[config.mk]
export PLATFORM = sky130hd
export DESIGN_NAME = knips_decode_stage
export DESIGN_NICKNAME = d
export VERILOG_FILES = /design/src/rtl/knips_pkg.sv /design/src/rtl/knips_op_decode.sv /design/src/rtl/knips_decode_stage.sv
export SDC_FILE = /design/constraint.sdc
export NUM_CORES = 1
export LEC_CHECK = 0
export ABC_AREA = 0
export CAP_MARGIN = 20
export CELL_PAD_IN_SITES_DETAIL_PLACEMENT = 0
export CELL_PAD_IN_SITES_GLOBAL_PLACEMENT = 2
export CORE_ASPECT_RATIO = 0.75
export CORE_MARGIN = 2
export CORE_UTILIZATION = 26
export CTS_BUF_LIST = sky130_fd_sc_hd__clkbuf_4 sky130_fd_sc_hd__clkbuf_8
export DETAILED_ROUTE_END_ITERATION = 8
export PLACE_DENSITY = 0.85
export SYNTH_ARGS = -nofsm -noshare
export SYNTH_HDL_FRONTEND = slang
export SYNTH_SLANG_ARGS = --single-unit
[constraint.sdc]
create_clock -name clk -period 1.83 [get_ports clk]
set_input_delay 0.183 -clock clk [delete_from_list [all_inputs] [get_ports clk]]
set_output_delay 0.183 -clock clk [all_outputs]
set_load 0.1 [all_outputs]
[src/rtl/knips_pkg.sv]
// Shared KNIPS opcode map: mnemonics, decoded control flags and legality check.
package knips_pkg;

  localparam int OP_BITS = 5;

  typedef enum logic [OP_BITS-1:0] {
    sfrr   = 5'b00000,
    lbr    = 5'b00001,
    sbr    = 5'b00010,
    mov    = 5'b00011,
    movr   = 5'b00100,
    xorr   = 5'b00101,
    orr    = 5'b00110,
    andi   = 5'b10111,
    branch = 5'b11000,
    jump   = 5'b11001,
    xori   = 5'b11010,
    addi   = 5'b11011,
    sfri   = 5'b11100,
    sfli   = 5'b11101,
    set    = 5'b11110
  } op_mne;

  typedef struct packed {
    logic is_imm;
    logic reg_we;
    logic mem_rd;
    logic mem_wr;
    logic is_ctrl;
    logic illegal;
  } ctrl_bundle_t;

  function automatic logic is_legal(input logic [OP_BITS-1:0] op);
    case (op)
      sfrr, lbr, sbr, mov, movr, xorr, orr,
      andi, branch, jump, xori, addi, sfri, sfli, set: return 1'b1;
      default:                                         return 1'b0;
    endcase
  endfunction

endpackage

[src/rtl/knips_op_decode.sv]
// Combinational opcode classifier: control flags plus immediate sign-extension select.
module knips_op_decode
  import knips_pkg::*;
(
  input  logic [OP_BITS-1:0] op,
  output ctrl_bundle_t       ctrl,
  output logic               sext
);

  // Illegal opcodes keep their format bit but get no enables.
  always_comb begin
    ctrl        = '0;
    sext        = 1'b0;
    ctrl.is_imm = op[OP_BITS-1];
    if (!is_legal(op)) begin
      ctrl.illegal = 1'b1;
    end else begin
      case (op)
        lbr: begin
          ctrl.mem_rd = 1'b1;
          ctrl.reg_we = 1'b1;
        end
        sbr: ctrl.mem_wr = 1'b1;
        branch, jump: begin
          ctrl.is_ctrl = 1'b1;
          sext         = 1'b1;
        end
        addi: begin
          ctrl.reg_we = 1'b1;
          sext        = 1'b1;
        end
        default: ctrl.reg_we = 1'b1;
      endcase
    end
  end

endmodule

[src/rtl/knips_decode_stage.sv]
// Registered decode stage: handshake holding register, control-hazard FSM, illegal counter.
module knips_decode_stage
  import knips_pkg::*;
#(
  parameter int INSTR_W = 9,
  parameter int OP_W    = 5,
  parameter int REG_W   = 2,
  parameter int DW      = 8,
  parameter int CNT_W   = 8
) (
  input  logic               clk,
  input  logic               reset,
  input  logic               in_valid,
  output logic               in_ready,
  input  logic [INSTR_W-1:0] in_instr,
  output logic               out_valid,
  input  logic               out_ready,
  output logic [OP_W-1:0]    out_op,
  output logic [REG_W-1:0]   out_rd,
  output logic [REG_W-1:0]   out_rs,
  output logic [DW-1:0]      out_imm,
  output logic               out_is_imm,
  output logic               out_reg_we,
  output logic               out_mem_rd,
  output logic               out_mem_wr,
  output logic               out_is_ctrl,
  output logic               out_illegal,
  input  logic               ctrl_done,
  input  logic               flush,
  output logic [CNT_W-1:0]   illegal_cnt
);

  localparam int IMM_W = INSTR_W - OP_W;

  typedef enum logic {RUN, WAIT_CTRL} state_t;

  state_t             state_q, state_d;
  logic [OP_W-1:0]    op;
  logic [IMM_W-1:0]   imm_field;
  ctrl_bundle_t       dec, ctrl_q;
  logic               dec_sext;
  logic [REG_W-1:0]   dec_rd, dec_rs;
  logic [DW-1:0]      dec_imm;
  logic               accept;

  assign op        = in_instr[INSTR_W-1 -: OP_W];
  assign imm_field = in_instr[IMM_W-1:0];

  knips_op_decode u_op_decode (
    .op   (op),
    .ctrl (dec),
    .sext (dec_sext)
  );

  // I-type instructions address the accumulator, so both register fields read as zero.
  always_comb begin
    dec_rd  = '0;
    dec_rs  = '0;
    dec_imm = '0;
    if (!op[OP_W-1]) begin
      dec_rd = in_instr[2*REG_W-1:REG_W];
      dec_rs = in_instr[REG_W-1:0];
    end else if (dec_sext) begin
      dec_imm = DW'($signed(imm_field));
    end else begin
      dec_imm = DW'(imm_field);
    end
  end

  assign in_ready = (state_q == RUN) && !flush && (!out_valid || out_ready);
  assign accept   = in_valid && in_ready;

  always_ff @(posedge clk) begin
    if (reset) state_q <= RUN;
    else       state_q <= state_d;
  end

  // Issue stays blocked behind a branch/jump until execute resolves it or the pipe is flushed.
  always_comb begin
    state_d = state_q;
    case (state_q)
      RUN:       if (accept && dec.is_ctrl) state_d = WAIT_CTRL;
      WAIT_CTRL: if (ctrl_done || flush)    state_d = RUN;
      default:   state_d = RUN;
    endcase
  end

  always_ff @(posedge clk) begin
    if (reset) begin
      out_valid <= 1'b0;
      out_op    <= '0;
      out_rd    <= '0;
      out_rs    <= '0;
      out_imm   <= '0;
      ctrl_q    <= '0;
    end else if (flush) begin
      out_valid <= 1'b0;
    end else if (accept) begin
      out_valid <= 1'b1;
      out_op    <= op;
      out_rd    <= dec_rd;
      out_rs    <= dec_rs;
      out_imm   <= dec_imm;
      ctrl_q    <= dec;
    end else if (out_ready) begin
      out_valid <= 1'b0;
    end
  end

  always_ff @(posedge clk) begin
    if (reset)
      illegal_cnt <= '0;
    else if (accept && dec.illegal && (illegal_cnt != {CNT_W{1'b1}}))
      illegal_cnt <= illegal_cnt + 1'b1;
  end

  assign out_is_imm  = ctrl_q.is_imm;
  assign out_reg_we  = ctrl_q.reg_we;
  assign out_mem_rd  = ctrl_q.mem_rd;
  assign out_mem_wr  = ctrl_q.mem_wr;
  assign out_is_ctrl = ctrl_q.is_ctrl;
  assign out_illegal = ctrl_q.illegal;

endmodule
## After elaboration in Yosys (flattened, before gate mapping)

Memories as Yosys holds them, arrays and structs flattened.
Cells that the tools add are included.
W data, S select, Z words.

- Add/subtract/negate cells: 1
- Multipliers: 0
- Div/mod/pow operators: 0
- Magnitude comparators: 0
- Eq/ne operators: 6
- Shift-type cells: 0
- Multiplexer cells: 17
- Bitwise gates (word level): 2
- Reductions and logical operators: 16

Operators with widths:

| operator | number |
|---|---|
| $mux W8 | 2 |
| $eq A5 B5 Y1 const B | 3 |
| $mux W1 | 11 |
| $add A8 B1 Y8 const B | 1 |
| $ne A8 B8 Y1 const B | 1 |
| $logic_and A1 B1 Y1 | 6 |
| $reduce_or A3 Y1 | 2 |
| $eq A5 B1 Y1 const B | 1 |
| $eq A5 B2 Y1 const B | 1 |
| $mux W2 | 2 |
| $mux W4 | 1 |
| $reduce_or A2 Y1 | 2 |
| $logic_not A1 Y1 | 2 |
| $logic_or A1 B1 Y1 | 2 |
| $not A1 Y1 | 2 |
| $pmux W1 S2 | 1 |
| $reduce_and A2 Y1 | 1 |
| $reduce_bool A2 Y1 | 1 |

- Register bits: 33
- Latch bits: 0
- Memory bits (writable): 0
- ROM bits: 32
- Bits of input ports: 15
- Output and inout bits: 33
- Logic and storage cells: 56
- Memories: 1

Memory list:

| memory | depth | bits a word | read ports | clocked after Yosys merged registers in | wr ports | RTL line | RTL |
|---|---|---|---|---|---|---|---|
| (name not given) | 32 | 1 | 1 | 0 | 0 | knips_pkg.sv:34 | `case (op)` |

## Longest topological paths before layout

Gate-level depths: netlist (run 1).

- Word-level depth: 7
- Mapped depth: 7
- Mapped depth without buffers: 6

## Cells and area by module

A second synthesis (run 1) with hierarchy kept.

- Cell total of the unflattened synthesis: 171
- Area, all modules: 1402.6 um^2

By module, submodules not included:

| module | instances | cells an instance | area each (um^2) | seq. area each (um^2) |
|---|---|---|---|---|
| knips_decode_stage | 1 | 147 | 1219.9 | 600.6 |
| knips_op_decode | 1 | 24 | 182.7 | 0.0 |

## Least setup slack after synthesis (run 1)

Ideal clock, no wire load.

- Path kind: register -> register
- From: reg illegal_cnt[0]
- To: reg illegal_cnt[7]
- Setup time: 121 ps
- Arrival time: 2250 ps
- Required time: 1709 ps
- Path slack: -542 ps
- Cell stages (with the launch flop): 7
- Path buffers: 0
- Period minus slack after synthesis: 2372 ps
- Cells stage by stage: dfxtp_1 -> ha_1 -> nand3_1 -> nor2_1 -> nor3_2 -> nor2b_4 -> mux2_4

- Word-level cells in the longest chain between the ends: 2
- Elaborated cells between the ends (all ways): 3
- Classes of those cells: 1 x add/sub; 1 x eq/ne; 1 x reduce/logical

Ends and longest elaborated chain:

| what | RTL line | RTL |
|---|---|---|
| from (decl) | knips_decode_stage.sv:30 | `output logic [CNT_W-1:0] illegal_cnt` |
| from (signal assigned) | knips_decode_stage.sv:114 | `illegal_cnt <= illegal_cnt + 1'b1;` |
| parallel branches: the longest is 2 deep, another holds $add A8 B1 Y8 | - |  |

Parallel ways; which one is timed is not known.
A chain may end at the register's enable or synchronous reset.

## Worst setup path after layout (run 1)

Ends and elaborated chain as after synthesis.

==> results of run 1 <==
==> cells by family (layout without fill, tap and decap cells) <==
family | Yosys count | in the layout
xor+xnor | 6 | 6
buf+inv | 15 | 73
simple gates | 76 | 76
fa+ha+maj | 1 | 1
flops | 29 | 29
compound gates | 27 | 27
mux | 3 | 3
==> critical path, stage by stage, from the launching register on <==
cell and delay (ns):
dfxtp_2 0.36, ha_1 0.23, nand3_1 0.09, nor2_1 0.34
nor3_2 0.10, nor2b_4 0.14, mux2_4 0.29
==> layout make-up <==
cell class	count	area, um^2
clock buffer	5	68.8
clock inverter	3	17.5
inverter	1	3.75
sequential	29	592
fill	526	2960
tap	60	75.1
timing repair buffer	64	541
multi-input combinational	113	702
==> layer usage <==
layer	part of all wire	wire length [um]
met1	0.53	1800
met2	0.40	1360
met3	0.069	235
met4	0.0090	31
met5	0	0
==> Yosys cell counts <==
master	count
and4_4	1
buf_4	4
xnor2_1	5
clkbuf_2	1
nor4_1	2
nor2_2	1
and2_1	1
and4_1	1
nand2b_1	3
dfxtp_1	29
nand3_4	1
mux2i_4	1
nor4_2	1
inv_1	1
a41oi_1	1
nor4b_1	2
mux2_4	1
or4_2	1
or3_1	1
buf_2	3
ha_1	1
o221a_2	1
mux2i_1	1
nor2_1	19
nand4_1	1
nand3_2	1
nor3_1	2
a211oi_1	1
o21ai_0	2
buf_1	2
clkbuf_1	4
or2b_1	1
nor3b_1	4
a311oi_1	1
nor3_2	2
nand2_1	19
xor2_2	1
nor2b_4	1
and3_1	2
a21oi_1	21
nand3_1	8
nor2_4	1
==> final timing paths <==
check / startpoint / to / slack (ns)
hold reg to reg: out_op[0] / out_op[0] / 0.45
setup / recovery: illegal_cnt[0] / illegal_cnt[7] / 0.17
hold / removal: out_op[0] / out_op[0] / 0.45
setup reg to reg: illegal_cnt[0] / illegal_cnt[7] / 0.17
==> where the power goes <==
part | internal, mW | total [mW] | switching, mW
clock | 0.262 | 0.518 | 0.256
combinational | 0.110 | 0.344 | 0.234
sequential | 0.649 | 0.659 | 0.0103
==> flip-flops by register name, summed over array words and instances (netlist names) <==
name,flops
out_illegal,1
out_rs,2
state_q,1
out_valid,1
illegal_cnt,8
out_imm,5
out_op,5
out_rd,2
out_is_ctrl,1
out_mem_wr,1
out_mem_rd,1
out_reg_we,1
==> per-stage QoR <==
stage                     power [mW]  setup TNS, ns  setup WS, ns  instances
after detailed placement        1.02         -0.113       -0.0928        267
after floorplan                0.904         -0.165        -0.165        157
after global routing            1.59              0       0.00625        275
final                           1.52              0         0.168        275
after global placement          1.02        -0.0491       -0.0430        267
after CTS                       1.55              0         0.141        275
==> placed cells by master, fill, tap and decap left out, types with 2 or more instances in the layout <==
cell type,netlist,final
a21oi_1,21,21
and3_1,2,2
buf_12,0,2
buf_4,4,48
clkbuf_8,0,5
clkdlybuf4s50_1,0,14
clkinv_2,0,2
dfxtp_1,29,20
dfxtp_2,0,9
nand2_1,19,19
nand2b_1,3,3
nand3_1,8,8
nor2_1,19,19
nor3_1,2,2
nor3_2,2,2
nor3b_1,4,4
nor4_1,2,2
nor4b_1,2,2
o21ai_0,2,2
xnor2_1,5,5
==> impl_metrics.toml, run 1 <==
[status]
status = "finished clean"

[timing]
hold_violations = 0
period_share = 0.908
slew-limit-headroom = 0.718
post-route-min-period_ns = 1.66
fmax_mhz = 602
worst_pin_slew_ns = 0.421
finalSetupViolations = 0
finalMaxSlewViolations = 0
skew_ns = 0.00987
rsz0062_at_grt = "no"
whs_ns = 0.455

[logic_synthesis]
synthCells = 157
synth_top_area_share = 0.427
synth.avg_cell_area_um2 = 8.65
synth_fa_ha_area_frac = 0.00921
synth_compound_area_frac = 0.111
syn_nets = 173
ys_top_cells_by_area = "dfxtp_1 43%, a21oi_1 7.7%, nand2_1 5.2%"
synth_cell_types = 42
synth_top_family_by_area = "simple AND/OR/NAND/NOR gates"
synth_top_cell_by_area = "dfxtp_1"
synth_xor_area_frac = 0.0442
synthMuxAreaShare = 0.0350
yosysWarnings = 0
ys_ff_latch = 29
seq_area_frac_synth = 0.427
syn-cell-area_um2 = 1360
synthSimpleGateAreaFrac = 0.317

[final_layout]
layout-area-overhead-vs-synth_pct = 47.1
drive_gt1_frac = 0.377
design_area_um2 = 2000
utilization = 0.404
antenna_cells = 0
layout.nets = 230

[clock_tree]
cts-resized-gates = 0
post_cts_buffers = 0
cts_buffer_depth = 2
clk_pin_slew_ns = 0.07
cts_num_sinks = 29
clock_latency_ns = 0.28
h-tree-depth = 2
cts_root_buffer = "clkbuf_8"
hold_buffers = 0
cts_buffers = 5
cts_tree = "done"

[global_route]
grt_first_pass_wirelength_mm = 5.63
track_usage = 0.128
top_usage_layer = "met1"
gr-usage-met1 = 0.179
grt_overflow_total = 0
grt_pass1_vias = 1176
grt_max_degree = 24
grtUsageMet2 = 0.175
grtUsageMet3 = 0.0483
antenna_found_initial = 0

[floorplanning]
io-pin-count = 48
die_y_um = 66.6
die-area_um2 = 5830
start_util = 0.274
rows = 22
core_um2 = 4950
die_w_um = 87.5

[placement]
port_buffers = 47
placed_area_um2 = 1910
place_hpwl_mm = 2.54
gp_congestion = 0.773

[power]
cellLeakagePower_nw = 0.791
vdd_drop_max_uv = 336
powerDensity_nw_per_um2 = 760

[worst_hold_path]
hold_path.class = "reg -> reg"
holdPathStages = 2

[critical_path]
setup.worst_path.start_class = "flip-flop"
rr_worst_depth = 6
crit_arrival_ns = 1.83
worstSetupPathType = "reg -> reg"
required_ns = 1.99
endpoint_kind = "flip-flop"
path_max_fanout = 5

[routing]
wire_per_inst_um = 12.5
vias = 1256
drcViolationCount = 0
drt-total-wl_mm = 3.43
vias_per_cell = 4.57
drt_iter0_markers = 67
dr.pass1.iters = 4
antenna_left = 0

[run]
drv_cap = 0
(Power assumes the default switching activity.)
==> run 2: changes to the inputs <==
- CORE_ASPECT_RATIO: 0.75 -> 1.25
- CORE_UTILIZATION: 26 -> 30
- DONT_BUFFER_PORTS: default -> 1
- PLACE_DENSITY: 0.85 -> 0.72
- clock period: 1.83 -> 1.6 ns (I/O delays scaled with it)
==> impl_metrics.toml, run 2 (same netlist as run 1, synthesis figures left out) <==
[status]
status = "finished clean"

[clock_tree]
cts_buffer_depth = 2
cts_root_buffer = "clkbuf_8"
post_cts_buffers = 0
cts_tree = "done"
cts_num_sinks = 29
clock_latency_ns = 0.28
h-tree-depth = 2
clk_pin_slew_ns = 0.07
cts_buffers = 5

[floorplanning]
die_y_um = 79.2
die-area_um2 = 5090
die_w_um = 64.2
core_um2 = 4390
io-pin-count = 48
rows = 27
start_util = 0.309

[critical_path]
r2r-end = "illegal_cnt[7]"
required_ns = 1.77
r2r-start = "illegal_cnt[3]"
crit_end = "illegal_cnt[7]"
reg2reg_setup_slack_ns = 0.04
setup.worst_path.start_class = "flip-flop"
path_max_fanout = 6
worstSetupPathType = "reg -> reg"
rr_worst_depth = 5
crit_start = "illegal_cnt[3]"
endpoint_kind = "flip-flop"
crit_arrival_ns = 1.73

[global_route]
grt_pass1_vias = 1074
track_usage = 0.130
grt_first_pass_wirelength_mm = 5.02
grt_max_degree = 29
grt_overflow_total = 0
antenna_found_initial = 0

[power]
swShare = 0.323
vdd_drop_max_uv = 414
switching_power_uw = 532
seq_power_share = 0.451
intPower_mw = 1.11
pwr-share-comb = 0.195
powerDensity_nw_per_um2 = 897
cellLeakagePower_nw = 0.683
clkPwrFrac = 0.354

[timing]
period_share = 0.978
final.setup.tns_ns = 0
finalMaxSlewViolations = 0
fmax_mhz = 639
worst_pin_slew_ns = 1.01
finalSetupViolations = 0
post-route-min-period_ns = 1.56
hold_violations = 0
skew_ns = 0.00612
rsz0062_at_grt = "yes"
whs_ns = 0.0123
slew-limit-headroom = 0.322

[routing]
antenna_left = 0
drcViolationCount = 0
vias = 1222
drt_iter0_markers = 45
drt-total-wl_mm = 3.23
vias_per_cell = 4.97
dr.pass1.iters = 5
wire_per_inst_um = 13.1

[placement]
place_hpwl_mm = 2.40
gp_congestion = 0.828
port_buffers = 0

[final_layout]
layout_common_cells = "31 x buf_4, 21 x a21oi_1, 19 x nand2_1"
nFillCells = 460
layout-area-overhead-vs-synth_pct = 35.1
antenna_cells = 0
largest_register_ffs = 8
layout.nets = 203
reg_top3 = "illegal_cnt (8), out_imm (5), out_op (5)"
multi_input_area_um2 = 734
mostFrequentLayoutCell = "buf_4"
seq_area_um2 = 617
top_register = "illegal_cnt"
drive_gt1_frac = 0.378

[worst_hold_path]
hold_path.class = "in -> reg"

[run]
drv_cap = 0
## run 2: changes by cell type in the layout (fill, tap and decap cells not counted), moves of 2 or more
cell,delta
dfxtp_4,+9
buf_4,-17
dfxtp_2,-7
dlygate4sd3_1,+3
dfxtp_1,-2
clkdlybuf4s50_1,-14
## run 2: worst min-delay path by stage
stage	to	slack, ns	depth (start not counted)	from
3_3_place_gp	illegal_cnt[1]	0.23	1	reset
6_report	out_op[4]	0.01	2	in_instr[8]
4_1_cts	out_op[4]	0.0004	2	in_instr[8]
2_1_floorplan	out_valid	0.23	1	flush
5_1_grt	out_op[3]	0.008	2	in_instr[7]
3_5_place_dp	illegal_cnt[6]	0.23	1	reset
## run 2: cell type report
| cell class | count | share of cell area |
|---|---|---|
| flip-flops and latches | 29 | 0.336 |
| well taps | 58 | 0.0395 |
| multi-input cells | 113 | 0.400 |
| repair buffers | 37 | 0.176 |
| clock inverters | 3 | 0.00886 |
| inverters | 1 | 0.00204 |
| clock buffers | 5 | 0.0375 |
## run 2: power groups by stage
stage          logic, mW  registers (mW)  clock network (mW)
2_1_floorplan      0.127           0.896                   0
3_3_place_gp       0.303           0.757                   0
3_5_place_dp       0.305           0.759                   0
4_1_cts            0.321           0.742               0.613
5_1_grt            0.336           0.745               0.647
6_report           0.322           0.742               0.583
## run 2: metal layers
metal / vias up / part of all wire / track usage
met4: 0 / 0.022 / 0.0660
met5: - / 0 / 0
met1: 573 / 0.38 / 0.140
li1: 597 / - / -
met3: 8 / 0.097 / 0.0637
met2: 44 / 0.50 / 0.208
## run 2: repair_timing
item                                    in CTS  in global routing
endpoints found under the setup margin       1                  5
endpoints found under the hold margin       28                  1
gates resized for setup                      1                  3
hold buffers                                 2                  1
## run 2: critical path, cell delays in order (launching register included)
cell and delay [ns]:
dfxtp_4 0.38, nand4_1 0.26, nor2_4 0.30, nor3_4 0.07, nor2b_4 0.14, mux2_4 0.29
## run 2: metrics by stage
| step | utilization | instances | cell area [um^2] | worst slack (ns) | total power, mW |
|---|---|---|---|---|---|
| 6_report | 0.418 | 246 | 1840 | 0.0359 | 1.65 |
| 5_1_grt | 0.418 | 246 | 1840 | -0.00515 | 1.73 |
| 4_1_cts | 0.411 | 245 | 1810 | 0.0129 | 1.68 |
| 3_5_place_dp | 0.386 | 235 | 1700 | 0.0108 | 1.06 |
| 3_3_place_gp | 0.386 | 235 | 1700 | 0.0750 | 1.06 |
| 2_1_floorplan | - | 157 | 1400 | -0.117 | 1.02 |
==> run 3: changes to the inputs <==
- CORE_UTILIZATION: 30 -> 36
- PLACE_DENSITY: 0.72 -> 0.83
==> impl_metrics.toml, run 3 (same netlist as run 1, synthesis figures left out) <==
[placement]
dp_slack_ns = 0.0345
placed_cells = 216
port_buffers = 0
gp_congestion = 0.756
place_hpwl_mm = 2.40

[clock_tree]
h-tree-depth = 2
cts_num_sinks = 29
cts_root_buffer = "clkbuf_8"
cts_buffers = 5
post_cts_buffers = 0
clock_latency_ns = 0.28
cts_tree = "done"
cts_buffer_depth = 2
clk_pin_slew_ns = 0.06

[timing]
final.setup.tns_ns = 0
hold_violations = 28
slew-limit-headroom = 0.740
finalMaxSlewViolations = 0
fmax_mhz = 651
worst_pin_slew_ns = 0.385
finalSetupViolations = 0
worst_slack_ns = 0.0632
rsz0062_at_grt = "no"
period_share = 0.961
whs_ns = -0.0577
skew_ns = 0.00242
post-route-min-period_ns = 1.54

[critical_path]
worstSetupPathType = "reg -> reg"
r2r-start = "illegal_cnt[0]"
crit_arrival_ns = 1.70
crit_start = "illegal_cnt[0]"
path_max_fanout = 5
required_ns = 1.77
setup.worst_path.start_class = "flip-flop"
endpoint_kind = "flip-flop"

[floorplanning]
die_w_um = 59.0
io-pin-count = 48
die_y_um = 72.7
rows = 24
die-area_um2 = 4290
start_util = 0.383
core_um2 = 3540

[final_layout]
largest_register_ffs = 8
top_register = "illegal_cnt"
mostFrequentLayoutCell = "buf_4"
layout_common_cells = "31 x buf_4, 21 x a21oi_1, 19 x nand2_1"
nFillCells = 336
layout-area-overhead-vs-synth_pct = 30.2
layout.nets = 200
instances_no_fill = 224
drive_gt1_frac = 0.368
reg_top3 = "illegal_cnt (8), out_imm (5), out_op (5)"
antenna_cells = 0

[global_route]
track_usage = 0.165
antenna_found_initial = 0
grt_max_degree = 31
grt_pass1_vias = 1166
grt_overflow_total = 0
grt_first_pass_wirelength_mm = 5.24

[routing]
drcViolationCount = 2
dr.pass1.iters = 6
drt-total-wl_mm = 3.16
vias_per_cell = 5.11
wire_per_inst_um = 14.1
drt_iter0_markers = 28
antenna_left = 0
vias = 1144

[power]
vdd_drop_max_uv = 451
powerDensity_nw_per_um2 = 938
cellLeakagePower_nw = 0.667
total_power_mw = 1.66

[run]
drv_cap = 0

[worst_hold_path]
hp-start = "reset"
hold_path.class = "in -> reg"

[status]
status = "finished with violations"
violations = "design-rule violations, negative hold slack"
## run 3: changes by cell type in the layout (fill, tap and decap cells not counted)
cell           before  now
nor4_2              2    1
nor4_1              1    2
inv_4               1    0
nand2b_4            1    0
clkbuf_4            0    3
nand3_1             7    8
dlygate4sd3_1       3    0
nand3_2             2    1
nand2b_1            2    3
clkinv_2            2    0
## run 3: repair_timing
item                       4_1_cts  5_1_grt
setup endpoints to repair        0        2
gates resized for setup          0        1
hold endpoints to repair        28       28
## run 3: routing by layer
layer	track usage	wire [um]	vias up
met1	0.159	1180	517
li1	-	-	589
met2	0.290	1630	32
met3	0.0816	287	6
met5	0	0	-
met4	0.0758	61	0
## run 3: critical path, stage by stage (launching register included)
cell	delay, ns
dfxtp_4	0.34
ha_1	0.20
nand3_1	0.13
nor2_4	0.07
nor3_4	0.21
nor2b_4	0.17
mux2_4	0.30
## run 3: report_power, final
group	internal [mW]	total, mW	switching (mW)
combinational	0.0790	0.304	0.225
sequential	0.730	0.742	0.0121
clock	0.359	0.613	0.254
## run 3: final timing paths
kind         slack [ns]  depth (start not counted)              to
max                0.06                          6  illegal_cnt[7]
min               -0.06                          1  illegal_cnt[3]
max reg2reg        0.06                          6  illegal_cnt[7]
min reg2reg        0.45                          2      out_imm[3]
## run 3: metrics by stage
step	area (um^2)	utilization
2_1_floorplan	1400	-
3_3_place_gp	1670	0.472
3_5_place_dp	1670	0.472
4_1_cts	1760	0.498
5_1_grt	1770	0.499
6_report	1770	0.499
## run 3: layout make-up
type	count	area, um^2	share of cell area
Tap cell	39	48.8	0.0276
Inverter	1	3.75	0.00212
Sequential cell	29	617	0.349
Multi-Input combinational cell	113	716	0.405
Clock buffer	8	91.3	0.0516
Timing Repair Buffer	34	293	0.165
